<file path="config.mk">
export PLATFORM = sky130hd
export DESIGN_NAME = dcache_wt
export DESIGN_NICKNAME = d
export VERILOG_FILES = /design/src/rtl/dcache_wt.sv
export SDC_FILE = /design/constraint.sdc
export NUM_CORES = 2
export LEC_CHECK = 0
export CAP_MARGIN = 20
export CORE_ASPECT_RATIO = 0.75
export CORE_MARGIN = 2
export CORE_UTILIZATION = 36
export DETAILED_ROUTE_END_ITERATION = 12
export PLACE_DENSITY = 0.54
export SLEW_MARGIN = 20
export SYNTH_ARGS = -nofsm -noshare
export SYNTH_HDL_FRONTEND = slang
export SYNTH_SLANG_ARGS = --single-unit
</file>
<file path="constraint.sdc">
create_clock -name clk -period 8.55 [get_ports clk]
set_input_delay 1.2825 -clock clk [delete_from_list [all_inputs] [get_ports clk]]
set_output_delay 1.2825 -clock clk [all_outputs]
set_load 0.1 [all_outputs]
</file>
<file path="src/rtl/dcache_wt.sv">
// dcache_wt: direct-mapped, write-through data cache with one word per line and one outstanding DRAM request.
// Optional feature macro: DCACHE_WRITE_ALLOCATE_EN (allocate the line on a write miss when the DRAM acks).
`ifndef DRAM_ADDRESS_SIZE
`define DRAM_ADDRESS_SIZE 32
`endif
`ifndef DRAM_WORD_SIZE
`define DRAM_WORD_SIZE 32
`endif

module dcache_wt #(
    parameter int ADDR_W  = `DRAM_ADDRESS_SIZE,
    parameter int DATA_W  = `DRAM_WORD_SIZE,
    parameter int INDEX_W = 6
) (
    input  logic                clk,
    input  logic                reset,
    input  logic [ADDR_W-1:0]   dcache_address,
    input  logic                dcache_dataRequest,
    input  logic                dcache_rw,
    input  logic [DATA_W-1:0]   dcache_writeData,
    input  logic [DATA_W/8-1:0] dcache_byte_en,
    output logic [DATA_W-1:0]   dcache_readData,
    output logic                dcache_data_ready,
    output logic                transfer_in_progress,
    output logic                mem_req,
    output logic                mem_we,
    output logic [ADDR_W-1:0]   mem_addr,
    output logic [DATA_W-1:0]   mem_wdata,
    output logic [DATA_W/8-1:0] mem_byte_en,
    input  logic [DATA_W-1:0]   mem_rdata,
    input  logic                mem_ack
);
    // state   | meaning
    // IDLE    | accept requests, answer read hits combinationally
    // RD_MISS | line fetch outstanding at DRAM
    // WR_THRU | store outstanding at DRAM
    // RESP    | one-cycle completion pulse to the CPU
    localparam logic [1:0] S_IDLE    = 2'd0;
    localparam logic [1:0] S_RD_MISS = 2'd1;
    localparam logic [1:0] S_WR_THRU = 2'd2;
    localparam logic [1:0] S_RESP    = 2'd3;

    localparam int LINES = 1 << INDEX_W;
    localparam int TAG_W = ADDR_W - INDEX_W - 2;
    localparam int BE_W  = DATA_W / 8;

    logic [1:0]        state, state_nxt;
    logic [LINES-1:0]  valid;
    logic [TAG_W-1:0]  tag_arr  [LINES];
    logic [DATA_W-1:0] data_arr [LINES];
    logic [DATA_W-1:0] rdata_q;

    logic [INDEX_W-1:0] idx;
    logic [TAG_W-1:0]   tag;
    logic               hit;
    logic               rd_hit;
    logic               fill;
    logic               wr_start;
    logic               unused_offset;

    assign idx           = dcache_address[INDEX_W+1:2];
    assign tag           = dcache_address[ADDR_W-1:INDEX_W+2];
    assign hit           = valid[idx] && (tag_arr[idx] == tag);
    assign rd_hit        = (state == S_IDLE) && dcache_dataRequest && !dcache_rw && hit;
    assign fill          = (state == S_RD_MISS) && mem_ack;
    assign wr_start      = (state == S_IDLE) && dcache_dataRequest && dcache_rw;
    assign unused_offset = &{1'b0, dcache_address[1:0]};

    function automatic logic [DATA_W-1:0] merge_bytes(input logic [DATA_W-1:0] base,
                                                      input logic [DATA_W-1:0] upd,
                                                      input logic [BE_W-1:0]   be);
        logic [DATA_W-1:0] r;
        r = base;
        for (int b = 0; b < BE_W; b++) begin
            if (be[b]) r[b*8 +: 8] = upd[b*8 +: 8];
        end
        return r;
    endfunction

    always_comb begin
        state_nxt = state;
        case (state)
            S_IDLE: begin
                if (wr_start) state_nxt = S_WR_THRU;
                else if (dcache_dataRequest && !hit) state_nxt = S_RD_MISS;
            end
            S_RD_MISS: if (mem_ack) state_nxt = S_RESP;
            S_WR_THRU: if (mem_ack) state_nxt = S_RESP;
            default:   state_nxt = S_IDLE;
        endcase
    end

    always_ff @(posedge clk or posedge reset) begin
        if (reset) begin
            state   <= S_IDLE;
            valid   <= '0;
            rdata_q <= '0;
        end else begin
            state <= state_nxt;
            if (fill) begin
                valid[idx] <= 1'b1;
                rdata_q    <= mem_rdata;
            end
`ifdef DCACHE_WRITE_ALLOCATE_EN
            if ((state == S_WR_THRU) && mem_ack && !hit) valid[idx] <= 1'b1;
`endif
        end
    end

    // Tag/data arrays need no reset: nothing reads them unless the valid bit is set.
    always_ff @(posedge clk) begin
        if (fill) begin
            tag_arr[idx]  <= tag;
            data_arr[idx] <= mem_rdata;
        end else if (wr_start && hit) begin
            data_arr[idx] <= merge_bytes(data_arr[idx], dcache_writeData, dcache_byte_en);
        end
`ifdef DCACHE_WRITE_ALLOCATE_EN
        else if ((state == S_WR_THRU) && mem_ack && !hit) begin
            tag_arr[idx]  <= tag;
            data_arr[idx] <= merge_bytes(mem_rdata, dcache_writeData, dcache_byte_en);
        end
`endif
    end

    assign transfer_in_progress = (state == S_RD_MISS) || (state == S_WR_THRU);
    assign mem_req              = transfer_in_progress;
    assign mem_we               = (state == S_WR_THRU);
    assign mem_addr             = mem_req ? {dcache_address[ADDR_W-1:2], 2'b00} : '0;
    assign mem_wdata            = mem_we ? dcache_writeData : '0;
    assign mem_byte_en          = mem_we ? dcache_byte_en : '0;
    assign dcache_data_ready    = rd_hit || (state == S_RESP);

    always_comb begin
        dcache_readData = '0;
        if (rd_hit) dcache_readData = data_arr[idx];
        else if ((state == S_RESP) && !dcache_rw) dcache_readData = rdata_q;
    end

endmodule

</file>
==> qor.yml <==
outcome: "completed"
clkTransAtPathRegs_ns: 0.06
clkLatencyLatePin_ns: 0.97
skew_ns: 0.0550
h-tree-depth: 5
ys_seq_area_share_pct: 78.0
cp-end-kind: "output port"
cpMostUsedCell: "buf_12"
postSynth.asyncResetShare_pct: 2.66
hp-start: "valid[34]"
rsz0062_at_grt: "false"
maxCapViolCount: 0
drtPass1Iterations: 7
die_area_um2: 397000
worstPathRequired_ns: 7.27
grt_max_degree: 90
synth_area_leaders: "edfxtp_1 (76%), mux4_2 (3.6%), mux2i_1 (3.0%)"
cts_tree: "built"
rows: 199
path_class: "input pin to output port"
max_freq_mhz: 123
worstPathArrival_ns: 6.86
syn_area_per_cell_um2: 18.2
drc: 0
die_x_um: 727
cts_buffers: 376
peakVddDrop_mv: 0.167
drtIter0Drc: 13800
final_area_um2: 165000
clock_path_buffers: 4
area_growth_pct: 17.2
rr_startpoint: "tag_arr[58][1]"
hold_violations: 0
period_minus_slack_ns: 8.14
critical_path.max_stage_delay_ns: 0.92
ctsResizeCount: 0
start_util_pct: 36.1
crit_chain: "buf_8 -> buf_12 -> buf_4 -> or3b_2 -> a21oi_1 -> o41ai_1 -> o2111ai_1 -> nor4_1 -> nor2_1 -> nor4b_1 -> buf_4 -> and4_1 -> nand3_2 -> buf_12 -> mux2i_1 -> buf_12"
final_nets: 8404
io_pins: 209
max_slew_margin_pct: 15.5
wl_per_cell_um: 37.3
regArea_um2: 110000
worst_pin_slew_ns: 1.25
timing.final.crit_share_pct: 95.2
tns_ns: 0
vias: 84300
antenna_found_initial: 49
synthTopCellsByCount: "edfxtp_1 (3584), a22oi_1 (472), mux2i_1 (424)"
cp_top_family: "simple AND/OR/NAND/NOR gates"
cts_setup_buffers: 0
grt_pass1_vias: 79100
grt_pass1_wl_mm: 691
core_um2: 391000
synthesis.instances: 7756
netlist_area_um2: 141000
io_buffers: 204
power.density_nw_per_um2: 249
num-fill-cells: 34300
start_kind: "input pin"
vias_per_cell: 6.09
gp_congestion: 0.860
wl_mm: 516
multiInputGateArea_um2: 29600
slowest_stage: "o41ai_1"
dpl_cell_area_um2: 153000
synth_edf_count: 3584
cts_sinks: 3682
cp_max_fo: 82
synth_top_area_cell: "edfxtp_1"
yosysTopAreaCellShare_pct: 76.3
ys_seq_elements: 3682
dpl.hpwl_mm: 303
drive_gt1_share_pct: 19.9
synth_most_common_cell: "edfxtp_1"
cts-root-buf: "clkbuf_16"
grt.total_usage_pct: 25.2
ys_warn_count: 0
ant_nets: 0
setup_viol: 0
crit_buf_inv: 6
die_h_um: 546
cts_hold_buf: 0
yosys_most_used_dff: "edfxtp_1"
worstSetupStartpoint: "dcache_address[4]"
grt_overflow: 0
drv_slew: 0
finalPower_w: 0.0412
hold_class: "flop to flop"
leakagePower_nw: 53.1
ys_types: 84
-- metal layers --
metal  share of wire [%]  vias to the layer above  global-route usage (%)
met5               0.015                        -                       0
met4                 3.5                       12                    8.07
met3                  12                      839                    6.92
met2                  43                     5645                    36.8
met1                  41                    44700                    36.5
li1                    -                    33100                       -
-- kinds of logic (layout without fill, tap and decap cells) --
family	Yosys count	count (layout)	synth area share (%)
muxes	811	811	7.98
buffers and inverters	536	1376	1.70
AOI/OAI and AO/OA	1670	1670	8.58
other	1	22	0.00266
xor gates and xnor gates	21	21	0.130
adders and majority gates	5	5	0.0443
and+or+nand+nor	1030	1030	3.56
DFF	3682	3682	78.0
-- final cells by class --
| class | count | share of cell area [%] |
|---|---|---|
| diodes | 20 | 0.0303 |
| clock buffers | 449 | 5.98 |
| clock inverters | 232 | 1.42 |
| inverters | 14 | 0.0401 |
| multi-input cells | 3539 | 17.9 |
| flip-flops and latches | 3682 | 66.6 |
| well taps | 5226 | 3.95 |
| repair buffers | 681 | 4.11 |
-- layout by cell type, fill, tap and decap left out, types with 85 or more instances in the layout --
| master | n |
|---|---|
| edfxtp_1 | 3584 |
| dfrtp_1 | 98 |
| o22ai_1 | 114 |
| o21ai_0 | 149 |
| a221oi_1 | 338 |
| a22o_1 | 121 |
| nand2_1 | 300 |
| clkbuf_16 | 385 |
| buf_12 | 106 |
| buf_4 | 403 |
| a21oi_1 | 227 |
| mux2_2 | 131 |
| clkinv_1 | 85 |
| mux4_2 | 226 |
| nor2_1 | 168 |
| clkdlybuf4s50_1 | 141 |
| a22oi_1 | 472 |
| mux2i_1 | 424 |
-- report_power, final --
| part | leakage [nW] | internal [W] | switching (W) | total, W |
|---|---|---|---|---|
| combinational | 13.6 | 0.00112 | 0.00332 | 0.00444 |
| sequential | 33.5 | 0.0200 | 0.0000942 | 0.0201 |
| clock | 5.98 | 0.00959 | 0.00702 | 0.0166 |
| total | 53.1 | 0.0307 | 0.0104 | 0.0412 |
-- flip-flops by register name (all words and copies together), names as in the netlist --
name and flops:
data_arr 2048, tag_arr 1536, valid 64, rdata_q 32, state 2
-- worst paths after layout --
kind                                             to  cells after the start  slack [ns]
worst min register to register            valid[34]                      1        0.46
worst max-delay path            dcache_readData[29]                     16        0.41
worst max register to register     data_arr[48][25]                     12        2.61
worst min-delay path                      valid[34]                      1        0.46
min in group asynchronous                  state[0]                      2        0.87
max in group asynchronous                 valid[51]                      3        6.27
-- metrics by stage --
step | hold slack (ns) | cells | setup WS, ns | util (%)
5_1_grt | 0.476 | 13800 | 0.333 | 42.3
2_1_floorplan | 0.428 | 7757 | 1.17 | -
3_5_place_dp | 0.448 | 13100 | 0.440 | 39.2
6_report | 0.458 | 13800 | 0.409 | 42.3
3_3_place_gp | 0.444 | 13100 | 0.383 | 39.1
4_1_cts | 0.461 | 13800 | 0.444 | 42.3
Note: power is estimated with default switching activity, not from simulation.
